===== src/rtl/flash_loader_pkg.sv =====
// flash_loader_pkg: shared state encoding and SPI constants for the boot loader
package flash_loader_pkg;
   typedef enum logic [2:0] {
      POWER_WAIT,
      SEND,
      READ,
      WRITE,
      WAIT_CACHE,
      DONE
   } state_t;
   localparam logic [7:0] FLASH_CMD_READ = 8'h03;
   localparam int SPI_ADDR_BITS = 24;
endpackage


===== src/rtl/flash_loader_if.sv =====
// flash_loader_if: SPI flash pins, cache write port and status of the boot loader
interface flash_loader_if;
   logic        flash_clk;
   logic        flash_mosi;
   logic        flash_miso;
   logic        flash_cs;
   logic [31:0] cache_address;
   logic [31:0] cache_data_in;
   logic [3:0]  cache_write_enable;
   logic        cache_busy;
   logic        busy;
   logic        done;
   modport master (
      output flash_clk, flash_mosi, flash_cs, cache_address, cache_data_in,
             cache_write_enable, busy, done,
      input  flash_miso, cache_busy
   );
   modport slave (
      input  flash_clk, flash_mosi, flash_cs, cache_address, cache_data_in,
             cache_write_enable, busy, done,
      output flash_miso, cache_busy
   );
endinterface


===== src/rtl/flash_loader_spi_bit_engine.sv =====
// flash_loader_spi_bit_engine: two-phase clk/2 SPI serializer (send mode) / deserializer (receive mode)
module flash_loader_spi_bit_engine (
   input  logic        clk,
   input  logic        rst,
   input  logic        i_load,
   input  logic        i_send,
   input  logic [31:0] i_tx,
   input  logic [5:0]  i_bits,
   input  logic        i_miso,
   output logic        o_clk,
   output logic        o_mosi,
   output logic [7:0]  o_rx_byte,
   output logic        o_byte_valid,
   output logic        o_last,
   output logic        o_idle
);
   logic        r_active;
   logic        r_phase;
   logic        r_send;
   logic [5:0]  r_cnt;
   logic [31:0] r_sh;
   logic [6:0]  r_rx;
   logic [2:0]  r_bit;
   logic        w_p0;
   logic        w_p1;

   assign w_p0         = r_active && !r_phase;
   assign w_p1         = r_active && r_phase;
   assign o_last       = w_p1 && (r_cnt == 6'd0);
   assign o_byte_valid = w_p1 && !r_send && (r_bit == 3'd7);
   assign o_rx_byte    = {r_rx, i_miso};
   assign o_idle       = !r_active;

   // bit-cell sequencing: a load may coincide with the final phase 1 of the previous transfer
   always_ff @(posedge clk) begin
      if (rst) begin
         r_active <= 1'b0;
         r_phase  <= 1'b0;
         r_send   <= 1'b0;
         r_cnt    <= 6'd0;
         r_sh     <= 32'd0;
         r_bit    <= 3'd0;
      end else if (i_load) begin
         r_active <= 1'b1;
         r_phase  <= 1'b0;
         r_send   <= i_send;
         r_cnt    <= i_bits;
         r_sh     <= i_tx;
         r_bit    <= 3'd0;
      end else if (r_active) begin
         r_phase <= !r_phase;
         if (o_last) r_active <= 1'b0;
         if (w_p0) r_cnt <= r_cnt - 6'd1;
         if (w_p0 && r_send) r_sh <= {r_sh[30:0], 1'b0};
         if (w_p1 && !r_send) r_bit <= r_bit + 3'd1;
      end
   end

   // pin drivers: clock high only in phase 1, MOSI updates in phase 0, MISO sampled in phase 1
   always_ff @(posedge clk) begin
      if (rst) begin
         o_clk  <= 1'b0;
         o_mosi <= 1'b0;
         r_rx   <= 7'd0;
      end else begin
         o_clk <= w_p1;
         if (w_p0 && r_send) o_mosi <= r_sh[31];
         if (w_p1 && !r_send) r_rx <= {r_rx[5:0], i_miso};
      end
   end
endmodule


===== src/rtl/flash_loader.sv =====
// flash_loader: copies a flash region into the cache as little-endian words after a power-up wait
module flash_loader
   import flash_loader_pkg::*;
#(
   parameter int unsigned                 STARTUP_WAIT   = 1_000_000,
   parameter logic [SPI_ADDR_BITS-1:0]    FLASH_ADDRESS  = 24'h00_0000,
   parameter logic [31:0]                 CACHE_ADDRESS  = 32'h0000_0000,
   parameter logic [31:0]                 TRANSFER_BYTES = 32'h0000_0010
) (
   input  logic           clk,
   input  logic           rst,
   flash_loader_if.master bus
);
   localparam logic [31:0] WAIT_LAST = STARTUP_WAIT - 1;
   localparam logic [31:0] N_WORDS   = TRANSFER_BYTES >> 2;

   generate
      if (TRANSFER_BYTES[1:0] != 2'b00 || TRANSFER_BYTES < 32'd4 || STARTUP_WAIT < 1) begin : g_bad_params
         $error("flash_loader: TRANSFER_BYTES must be a multiple of 4 and >= 4, STARTUP_WAIT >= 1");
      end
   endgenerate

   state_t      r_state;
   state_t      w_next;
   logic [31:0] r_cnt;
   logic [31:0] r_dest;
   logic [31:0] r_words;
   logic [31:0] r_word;
   logic [1:0]  r_byte_ix;
   logic        w_load;
   logic        w_send;
   logic        w_last;
   logic        w_byte_valid;
   logic        w_idle;
   logic [7:0]  w_rx_byte;

   assign w_load = ((w_next == SEND) && (r_state != SEND)) || ((w_next == READ) && (r_state != READ));
   assign w_send = (w_next == SEND);

   flash_loader_spi_bit_engine u_spi (
      .clk          (clk),
      .rst          (rst),
      .i_load       (w_load),
      .i_send       (w_send),
      .i_tx         ({FLASH_CMD_READ, FLASH_ADDRESS}),
      .i_bits       (6'd32),
      .i_miso       (bus.flash_miso),
      .o_clk        (bus.flash_clk),
      .o_mosi       (bus.flash_mosi),
      .o_rx_byte    (w_rx_byte),
      .o_byte_valid (w_byte_valid),
      .o_last       (w_last),
      .o_idle       (w_idle)
   );

   // state register
   always_ff @(posedge clk) begin
      if (rst) r_state <= POWER_WAIT;
      else     r_state <= w_next;
   end

   // next state: each READ pass fetches exactly one 32-bit word, then the cache handshake runs
   always_comb begin
      w_next = r_state;
      case (r_state)
         POWER_WAIT: w_next = (r_cnt == WAIT_LAST) ? SEND : POWER_WAIT;
         SEND:       w_next = w_last ? READ : SEND;
         READ:       w_next = w_last ? WRITE : READ;
         WRITE:      w_next = WAIT_CACHE;
         WAIT_CACHE: w_next = (bus.cache_busy || !w_idle) ? WAIT_CACHE :
                              (r_words == N_WORDS) ? DONE : READ;
         default:    w_next = DONE;
      endcase
   end

   // outputs decoded from state: chip select stays low across cache stalls so the read stream continues
   always_comb begin
      bus.flash_cs           = (r_state == POWER_WAIT) || (r_state == DONE);
      bus.cache_write_enable = (r_state == WAIT_CACHE) ? 4'b1111 : 4'b0000;
      bus.busy               = (r_state != DONE);
      bus.done               = (r_state == DONE);
   end

   // datapath: startup counter, byte packing into lanes, cache request registers
   always_ff @(posedge clk) begin
      if (rst) begin
         r_cnt             <= 32'd0;
         r_dest            <= CACHE_ADDRESS;
         r_words           <= 32'd0;
         r_word            <= 32'd0;
         r_byte_ix         <= 2'd0;
         bus.cache_address <= 32'd0;
         bus.cache_data_in <= 32'd0;
      end else begin
         if (r_state == POWER_WAIT) r_cnt <= r_cnt + 32'd1;
         if (w_byte_valid) begin
            r_word[{r_byte_ix, 3'b000} +: 8] <= w_rx_byte;
            r_byte_ix                        <= r_byte_ix + 2'd1;
         end
         if (r_state == WRITE) begin
            bus.cache_address <= r_dest;
            bus.cache_data_in <= r_word;
            r_dest            <= r_dest + 32'd4;
            r_words           <= r_words + 32'd1;
         end
      end
   end
endmodule


===== src/flat_wrapper.sv =====
// flat-port wrapper written by rule: the top's interface ports become plain ports
module flash_loader_flat import flash_loader_pkg::*;
#(
   parameter int unsigned                 STARTUP_WAIT   = 1_000_000,
   parameter logic [SPI_ADDR_BITS-1:0]    FLASH_ADDRESS  = 24'h00_0000,
   parameter logic [31:0]                 CACHE_ADDRESS  = 32'h0000_0000,
   parameter logic [31:0]                 TRANSFER_BYTES = 32'h0000_0010
)
  (clk, rst, bus_flash_clk, bus_flash_mosi, bus_flash_cs, bus_cache_address, bus_cache_data_in, bus_cache_write_enable, bus_busy, bus_done, bus_flash_miso, bus_cache_busy);
  flash_loader_if bus_i ();
  input  logic clk;
  input  logic rst;
  output wire logic [$bits(bus_i.flash_clk)-1:0] bus_flash_clk;
  output wire logic [$bits(bus_i.flash_mosi)-1:0] bus_flash_mosi;
  output wire logic [$bits(bus_i.flash_cs)-1:0] bus_flash_cs;
  output wire logic [$bits(bus_i.cache_address)-1:0] bus_cache_address;
  output wire logic [$bits(bus_i.cache_data_in)-1:0] bus_cache_data_in;
  output wire logic [$bits(bus_i.cache_write_enable)-1:0] bus_cache_write_enable;
  output wire logic [$bits(bus_i.busy)-1:0] bus_busy;
  output wire logic [$bits(bus_i.done)-1:0] bus_done;
  input wire logic [$bits(bus_i.flash_miso)-1:0] bus_flash_miso;
  input wire logic [$bits(bus_i.cache_busy)-1:0] bus_cache_busy;
  assign bus_flash_clk = bus_i.flash_clk;
  assign bus_flash_mosi = bus_i.flash_mosi;
  assign bus_flash_cs = bus_i.flash_cs;
  assign bus_cache_address = bus_i.cache_address;
  assign bus_cache_data_in = bus_i.cache_data_in;
  assign bus_cache_write_enable = bus_i.cache_write_enable;
  assign bus_busy = bus_i.busy;
  assign bus_done = bus_i.done;
  assign bus_i.flash_miso = bus_flash_miso;
  assign bus_i.cache_busy = bus_cache_busy;
  flash_loader #(.STARTUP_WAIT(STARTUP_WAIT), .FLASH_ADDRESS(FLASH_ADDRESS), .CACHE_ADDRESS(CACHE_ADDRESS), .TRANSFER_BYTES(TRANSFER_BYTES)) u_core (.clk(clk), .rst(rst), .bus(bus_i));
endmodule

===== config.mk =====
export PLATFORM = sky130hd
export DESIGN_NAME = flash_loader_flat
export DESIGN_NICKNAME = d
export VERILOG_FILES = /design/src/rtl/flash_loader_pkg.sv /design/src/rtl/flash_loader_if.sv /design/src/rtl/flash_loader_spi_bit_engine.sv /design/src/rtl/flash_loader.sv /design/src/flat_wrapper.sv
export SDC_FILE = /design/constraint.sdc
export NUM_CORES = 1
export LEC_CHECK = 0
export CAP_MARGIN = 40
export CORE_ASPECT_RATIO = 0.5
export CORE_MARGIN = 2
export CORE_UTILIZATION = 45
export CTS_CLUSTER_DIAMETER = 60
export DETAILED_ROUTE_END_ITERATION = 7
export PLACE_DENSITY = 0.65
export SETUP_SLACK_MARGIN = 0.4
export SKIP_LAST_GASP = 1
export SYNTH_ARGS = -nofsm -noshare
export SYNTH_HDL_FRONTEND = slang
export SYNTH_SLANG_ARGS = --single-unit

===== constraint.sdc =====
create_clock -name clk -period 2.6 [get_ports clk]
set_clock_uncertainty 0.15 [all_clocks]
set_input_delay 0.39 -clock clk [delete_from_list [all_inputs] [get_ports clk]]
set_output_delay 0.39 -clock clk [all_outputs]
set_load 0.05 [all_outputs]

Word-level counts from Yosys, hierarchy flattened:

Cells that the tools add are included.

* $add $sub $neg: 7
* multipliers: 0
* divide/modulo/power cells: 0
* magnitude comparators: 0
* eq/ne operators: 13
* shifts and indexed selects: 2
* muxes and demuxes: 17
* bitwise gates (word level): 0
* reduce and logical (&&, ||, !) cells: 24

Operator list (count)
* 2-to-1 mux 26 bit: 3
* adder 32 x 1 -> 32 bit, second input constant: 2
* adder 32 x 3 -> 32 bit, second input constant: 1
* bitwise mux 32 bit: 1
* equality test 32 x 20 -> 1 bit, second input constant: 1
* equality test 32 x 3 -> 1 bit, second input constant: 1
* variable shift 8 x 7 -> 32 bit, first input constant: 1
* variable part select 8 x 7 -> 32 bit: 1
* 2-to-1 mux 6 bit: 3
* one-hot mux 3 bit (5 select lines): 1
* AND reduction 2 bit: 5
* equality test 3 x 2 -> 1 bit, second input constant: 3
* equality test 3 bit, second input constant: 3
* logical AND 1 bit: 8
* negator 5 -> 7 bit: 1
* equality test 3 x 1 -> 1 bit, second input constant: 2
* logical NOT 6 bit: 1
* 2-to-1 mux 3 bit: 2
* nonzero test 2 bit: 3
* subtractor 6 x 1 -> 6 bit, second input constant: 1
* 2-to-1 mux 1 bit: 5
* 2-to-1 mux 4 bit: 1
* adder 3 x 1 -> 3 bit, second input constant: 1
* logical NOT 3 bit: 1
* other kinds (8): 11

* register bits: 226
* latch bits: 0
* memory bits (writable): 0
* bits in read-only memories: 0
* output and inout port bits: 73
* memories kept: 0

Logic depth before layout (Yosys ltp):

Gate-level depths: netlist of run 1.

* depth after elaboration: 9
* mapped depth: 8

Cells and area by module:

Synthesis of run 1 repeated with hierarchy kept, for this count alone.

* cell total of the unflattened synthesis: 1233
* area, all modules: 10612.7 sq um

By module, submodules not included
* flash_loader: times used 1, cells each 988, area an instance 8225.4 sq um, seq. area each 3863.7 sq um
* flash_loader_spi_bit_engine: times used 1, cells each 245, area an instance 2387.3 sq um, seq. area each 1061.0 sq um

Worst setup path before layout of run 1:

No wires, ideal clock.

* path type: reg-to-output
* start point: reg u_core.r_state[1]
* end point: out bus_flash_cs
* arrival: 1.966 ns
* required time: 2.060 ns
* path slack: 0.094 ns
* cell stages (with the launch flop): 5
* cell sequence: dfxtp_1 -> clkbuf_1 -> nand3b_1 -> inv_1 -> or2_2

* longest elaborated chain between the ends: 2
* elaborated cells between the ends (all ways): 3
* those cells by class: 1 x eq/ne; 2 x reduce/logical

Ends and longest elaborated chain
* start: declaration: line flash_loader.sv:23 `state_t r_state;`
* start signal: assignment: line flash_loader.sv:59 `else r_state <= w_next;`
* equality test 3 bit
* via bus_done: line flat_wrapper.sv:20 `output wire logic [$bits(bus_i.done)-1:0] bus_done;`
* logical OR 1 bit: line flash_loader.sv:78 `bus.flash_cs = (r_state == POWER_WAIT) || (r_state == DONE);`
* end: declaration: line flat_wrapper.sv:15 `output wire logic [$bits(bus_i.flash_cs)-1:0] bus_flash_cs;`

The timed path passes the listed nets, and every way through them passes these cells.

Final worst setup path of run 1:

* start point: reg u_core.r_state[1]
* end point: reg u_core.r_cnt[24]

* longest elaborated chain between the ends: 1

Ends and longest elaborated chain
* logical NOT 3 bit: line flash_loader.sv:95 `if (r_state == POWER_WAIT) r_cnt <= r_cnt + 32'd1;`
* end signal: assignment: line flash_loader.sv:95
* end: declaration: line flash_loader.sv:25 `logic [31:0] r_cnt;`

No other way between the ends.
A chain may end at the register's enable or synchronous reset.

==> results of run 1 <==
## timing repair
item	CTS	global route
cloned	2	1
endpoints found under the setup margin	112	81
gates resized for setup	94	98
buffers inserted	23	9
pin swaps	14	34
## flip-flops by register name, summed over array words and instances (netlist names), 2 cells and up
signal and flops:
u_core.bus.cache_address 30, u_core.bus.cache_data_in 32, u_core.r_byte_ix 2, u_core.r_cnt 32, u_core.r_dest 30, u_core.r_state 3, u_core.r_word 32, u_core.r_words 32
u_core.u_spi.r_bit 3, u_core.u_spi.r_cnt 6, u_core.u_spi.r_rx 7, u_core.u_spi.r_sh 8
## stage by stage
stage               hold slack (ns)  instance area (um2)  instances  util, %
global route                  0.120                12100       1529     58.4
global placement              0.291                10800       1461     52.0
detailed placement            0.295                10800       1461     52.0
CTS                          0.0997                11700       1519     56.4
floorplan                     0.282                 9830       1167        -
finish                        0.106                12100       1529     58.4
## synth_stat cells (2+ instances only)
library cell  instances
dfxtp_1             222
nand2_1             212
a21oi_1             151
clkbuf_1             66
nand3_1              58
nor2_1               58
nor4_1               47
or4_1                36
o31ai_1              33
nand4_1              25
xnor2_1              25
inv_1                23
or3_1                21
nor2b_1              18
mux2_2               17
o21ai_0              17
ha_1                 13
mux2i_1              13
nor3_1               11
and4_1               10
buf_1                 9
xor2_1                9
and2_1                6
buf_4                 5
nand3b_1              5
nor4b_1               5
or2_2                 5
a41oi_1               4
and3_1                4
nand2b_1              4
nor3b_1               4
buf_2                 3
o21a_1                3
buf_6                 2
nand4b_1              2
o31a_1                2
or3_4                 2
or4b_2                2
## area by class of cell
type / count / area [um2]
Clock buffer: 30 / 568
Clock inverter: 3 / 26.3
Fill cell: 1846 / 8660
Inverter: 23 / 90.1
Multi-Input combinational cell: 837 / 5240
Sequential cell: 222 / 4470
Tap cell: 273 / 342
Timing Repair Buffer: 141 / 1390
## metal layers
metal  vias to the layer above  GRT usage, %  share of wire, %  wire length, um
met4                         0          3.92               1.5              358
met1                      4137          27.7                48            11300
li1                       4290             -                 -                -
met5                         -             0                 0                0
met2                       120          33.4                47            10900
met3                        32          2.89               3.4              790
## path summary, 6_finish.rpt
path | startpoint | end | slack, ns | cells past startpoint
worst min-delay path | rst | u_core.r_cnt[20] | 0.11 | 2
worst min register to register | u_core.bus.cache_data_in[16] | u_core.bus.cache_data_in[16] | 0.30 | 2
worst max-delay path | u_core.r_state[1] | u_core.r_cnt[24] | 0.28 | 5
worst max register to register | u_core.r_state[1] | u_core.r_cnt[24] | 0.28 | 5
## logic make-up after synthesis
| group | synth area share, % |
|---|---|
| simple gates | 28.6 |
| flops | 46.0 |
| compound gates | 12.5 |
| buf+inv | 4.64 |
| xor+xnor | 3.08 |
| mux | 3.45 |
| fa+ha+maj | 1.68 |
| other cells | 0.0388 |
## power breakdown
group / leakage [nW] / switching (mW) / internal (mW) / total, mW
combinational: 2.58 / 0.0870 / 0.0282 / 0.115
clock: 0.291 / 1.26 / 1.51 / 2.78
sequential: 1.80 / 0.00353 / 3.40 / 3.41
==> metrics.txt, run 1 <==
status completed; IR drop worst, VDD 343 uV; syn_area_per_cell 8.28 um2; H-tree depth 1; DR iter-0 viols 528; largest cells by area after synthesis dfxtp_1 46%, nand2_1 8.2%, a21oi_1 7.8%; final setup TNS 0 ns; total grt overflow 0; Hold Fails Final Rpt 0; Clock Root Buffer clkbuf_16; clock-pin slew on the worst setup and hold paths 0.06 ns; Pleak 4.67 nW; core area 20800 um2; worst min-delay path category primary input to flip-flop; Final Max Tran Viols 0; Tot GR Track Use 20.0%; vias in the first global route 7923; antenna viol nets, final 0; Slew headroom 60.2%; Worst Tran Pin Value 0.597 ns; # hold bufs at CTS 0; EDFF count, synth 0; Seq/Total Area, Yosys 46.0%; Critical Path Slowest Stage Cell or4b_4; total CTS buffers 20; post-synth cell types 52; #FFs+latches synth 222; DRC viols 0; Worst path top cell family by delay simple AND/OR/NAND/NOR gates; Crit path required time 2.84 ns; commonest non-fill, non-tap cell in the layout nand2_1; area fraction of the dominant cell type after synthesis 46.0%; Worst setup SP type flip-flop; P&R area growth vs syn 25.6%; WL/cell 15.2 um; die area 22700 um2; asr flop ratio synth 0%; critical-path cell list or4b_4, or3_4, buf_12, nor4b_4, mux2_4; FMAX 432 MHz; Final min period 2.32 ns; critical path capture point type flip-flop; Critical Path Fanout Max 18; most frequent cells in the layout 212 x nand2_1, 204 x dfxtp_1, 139 x a21oi_1, 58 x nand3_1, 57 x nor2_1; Mapped Area 9650 um2; first-pass GRT wire length 38100 um; Row Count 37; Die X 211 um; Pre-antenna DRT Iters 5; diode count 0; Final Setup Violations 0; via count 8579; initial antenna violation count 0; HPWL after DPL 14500 um; CTS Buffer Depth 3; Die Y 108 um; Initial Util 46.4%; GPL Wtd Cong 0.766; final wirelength 23300 um; clk_lat worst skew 0.51 ns; TritonCTS clock tree yes; share of post-route cells with drive strength above 1 17.1%; fin crit share 89.1%; total power draw 6.30 mW; MaxCap Viol Count 0; Cells after Synth 1166; Worst path max stage delay 0.58 ns; Place WS 0.107 ns; Setup CP Type flip-flop to flip-flop; Avg Vias per Cell 5.61; IO buf count 74; clock sink total 222; total power per unit cell area 519 nW/um2; data arrival time of the worst path 2.55 ns; unrepaired setup endpoints after global routing yes; I/O pins 77; Synth area leader dfxtp_1; Final #Nets 1262; fin worst setup slack 0.283 ns; Worst Path Buf+Inv 1; Yosys Warn Count 0; Main synth FF type dfxtp_1; largest net degree at the start of global routing 94
(Power assumes the default switching activity.)
==> run 2: changes to the inputs <==
- ABC_AREA: default -> 0
- CORE_UTILIZATION: 45 -> 30
- PLACE_DENSITY: 0.65 -> 0.48
==> run 2 against run 1 <==
Effect of this change:
- utilization down 19 points
- via count down 0.37%
- highest routed layer unchanged
- sequential power is essentially flat
- maximum frequency decreased by 0.17%
- worst hold slack got worse by 0.022 ns
==> metrics.txt, run 2 (synthesis results as in run 1) <==
status completed; Slew headroom 58.8%; diode count 0; total grt overflow 0; Avg Vias per Cell 5.05; Crit path required time 2.85 ns; core area 31700 um2; fin worst setup slack 0.279 ns; share of post-route cells with drive strength above 1 18.2%; total power per unit cell area 532 nW/um2; initial antenna violation count 0; Clock Root Buffer clkbuf_16; vias in the first global route 8187; MaxCap Viol Count 0; Setup CP Type flip-flop to flip-flop; Critical Path Fanout Max 6; Pleak 4.54 nW; clock sink total 222; antenna viol nets, final 0; DR iter-0 viols 492; die area 33700 um2; Final #Nets 1265; unrepaired setup endpoints after global routing yes; clock-pin slew on the worst setup and hold paths 0.06 ns; Final Setup Violations 0; Worst Tran Pin Value 0.612 ns; Final Max Tran Viols 0; data arrival time of the worst path 2.57 ns; IR drop worst, VDD 355 uV; H-tree depth 1; Final min period 2.32 ns; CTS Buffer Depth 3; total CTS buffers 23; Critical Path Slowest Stage Cell or4b_4; Die Y 131 um; Tot GR Track Use 14.5%; final std cells w/o fill 1693; first-pass GRT wire length 41200 um; critical path capture point type flip-flop; critical-path cell list or4b_4, buf_6, or3_4, or3_4, and4_1; Initial Util 30.5%; TritonCTS clock tree yes; I/O pins 77; HPWL after DPL 15700 um; Worst setup SP type flip-flop; IO buf count 74; commonest non-fill, non-tap cell in the layout dfxtp_1; worst min-delay path category primary input to flip-flop; post-route cell area 12600 um2; Worst path max stage delay 0.59 ns; dpl cells 1618; Pre-antenna DRT Iters 5; FMAX 431 MHz; final wirelength 25200 um; Hold Fails Final Rpt 0; Row Count 46; P&R area growth vs syn 30.1%; dpl cell area 11000 um2; DRC viols 0; fin crit share 89.3%; most frequent cells in the layout 213 x dfxtp_1, 212 x nand2_1, 139 x a21oi_1, 63 x dlygate4sd2_1, 57 x nor2_1; Place WS 0.117 ns; largest net degree at the start of global routing 97; most frequent CP cell or3_4; via count 8547; GPL Wtd Cong 0.786; Die X 258 um; final setup TNS 0 ns; WL/cell 14.9 um; clk_lat worst skew 0.52 ns
## run 2: changes by cell type in the layout (fill, tap and decap cells not counted), sizes merged, moves of 3 or more
cell,previous run,this run
dlygate4sd2,38,63
clkdlybuf4s50,5,2
or3,23,26
dlymetal6s2s,23,1
## run 2: stage by stage
stage	utilization [%]	power, mW	hold WS [ns]
CTS	38.0	6.79	0.0581
floorplan	-	3.56	0.282
global placement	34.7	3.59	0.294
detailed placement	34.7	3.59	0.296
global route	39.7	6.94	0.0740
finish	39.7	6.68	0.0849
## run 2: timing repair
action / in CTS / in global routing
pin swaps: 25 / 38
resized for setup: 141 / 86
hold buffers: 0 / 0
setup endpoints to repair: 147 / 82
setup buffers: 17 / 14
cloned: 6 / 0
## run 2: layout make-up
| cell class | count | area [um2] |
|---|---|---|
| Fill cell | 3225 | 19100 |
| Multi-Input combinational cell | 839 | 5470 |
| Sequential cell | 222 | 4460 |
| Timing Repair Buffer | 139 | 1310 |
| Clock buffer | 31 | 626 |
| Tap cell | 432 | 541 |
| Inverter | 23 | 90.1 |
| Clock inverter | 7 | 66.3 |
## run 2: final timing paths
check	slack, ns	depth (start not counted)	endpoint	start
min reg2reg	0.30	2	u_core.bus.cache_data_in[16]	u_core.bus.cache_data_in[16]
min	0.08	2	u_core.r_cnt[9]	rst
max	0.28	5	u_core.u_spi.r_sh[31]	u_core.r_state[1]
max reg2reg	0.28	5	u_core.u_spi.r_sh[31]	u_core.r_state[1]
## run 2: critical path: cells and delay by family, from the launching register on
family,cells,cell delay (ns)
flops,1,0.36
simple gates,4,1.56
buf+inv,1,0.15
## run 2: routing by layer
layer  global-route usage [%]  routed length [um]  vias to the layer above
met5                        0                   0                        -
met4                     3.16                 386                        0
met3                     2.85                 861                       31
met2                     24.2               11600                      104
met1                     19.6               12400                     4119
li1                         -                   -                     4293
## run 2: power by group
group,switching [mW],leakage (nW),total (mW),internal (mW)
Clock,1.37,0.339,3.15,1.78
Combinational,0.0917,2.40,0.122,0.0303
Sequential,0.00341,1.79,3.41,3.40
Total,1.47,4.54,6.68,5.21
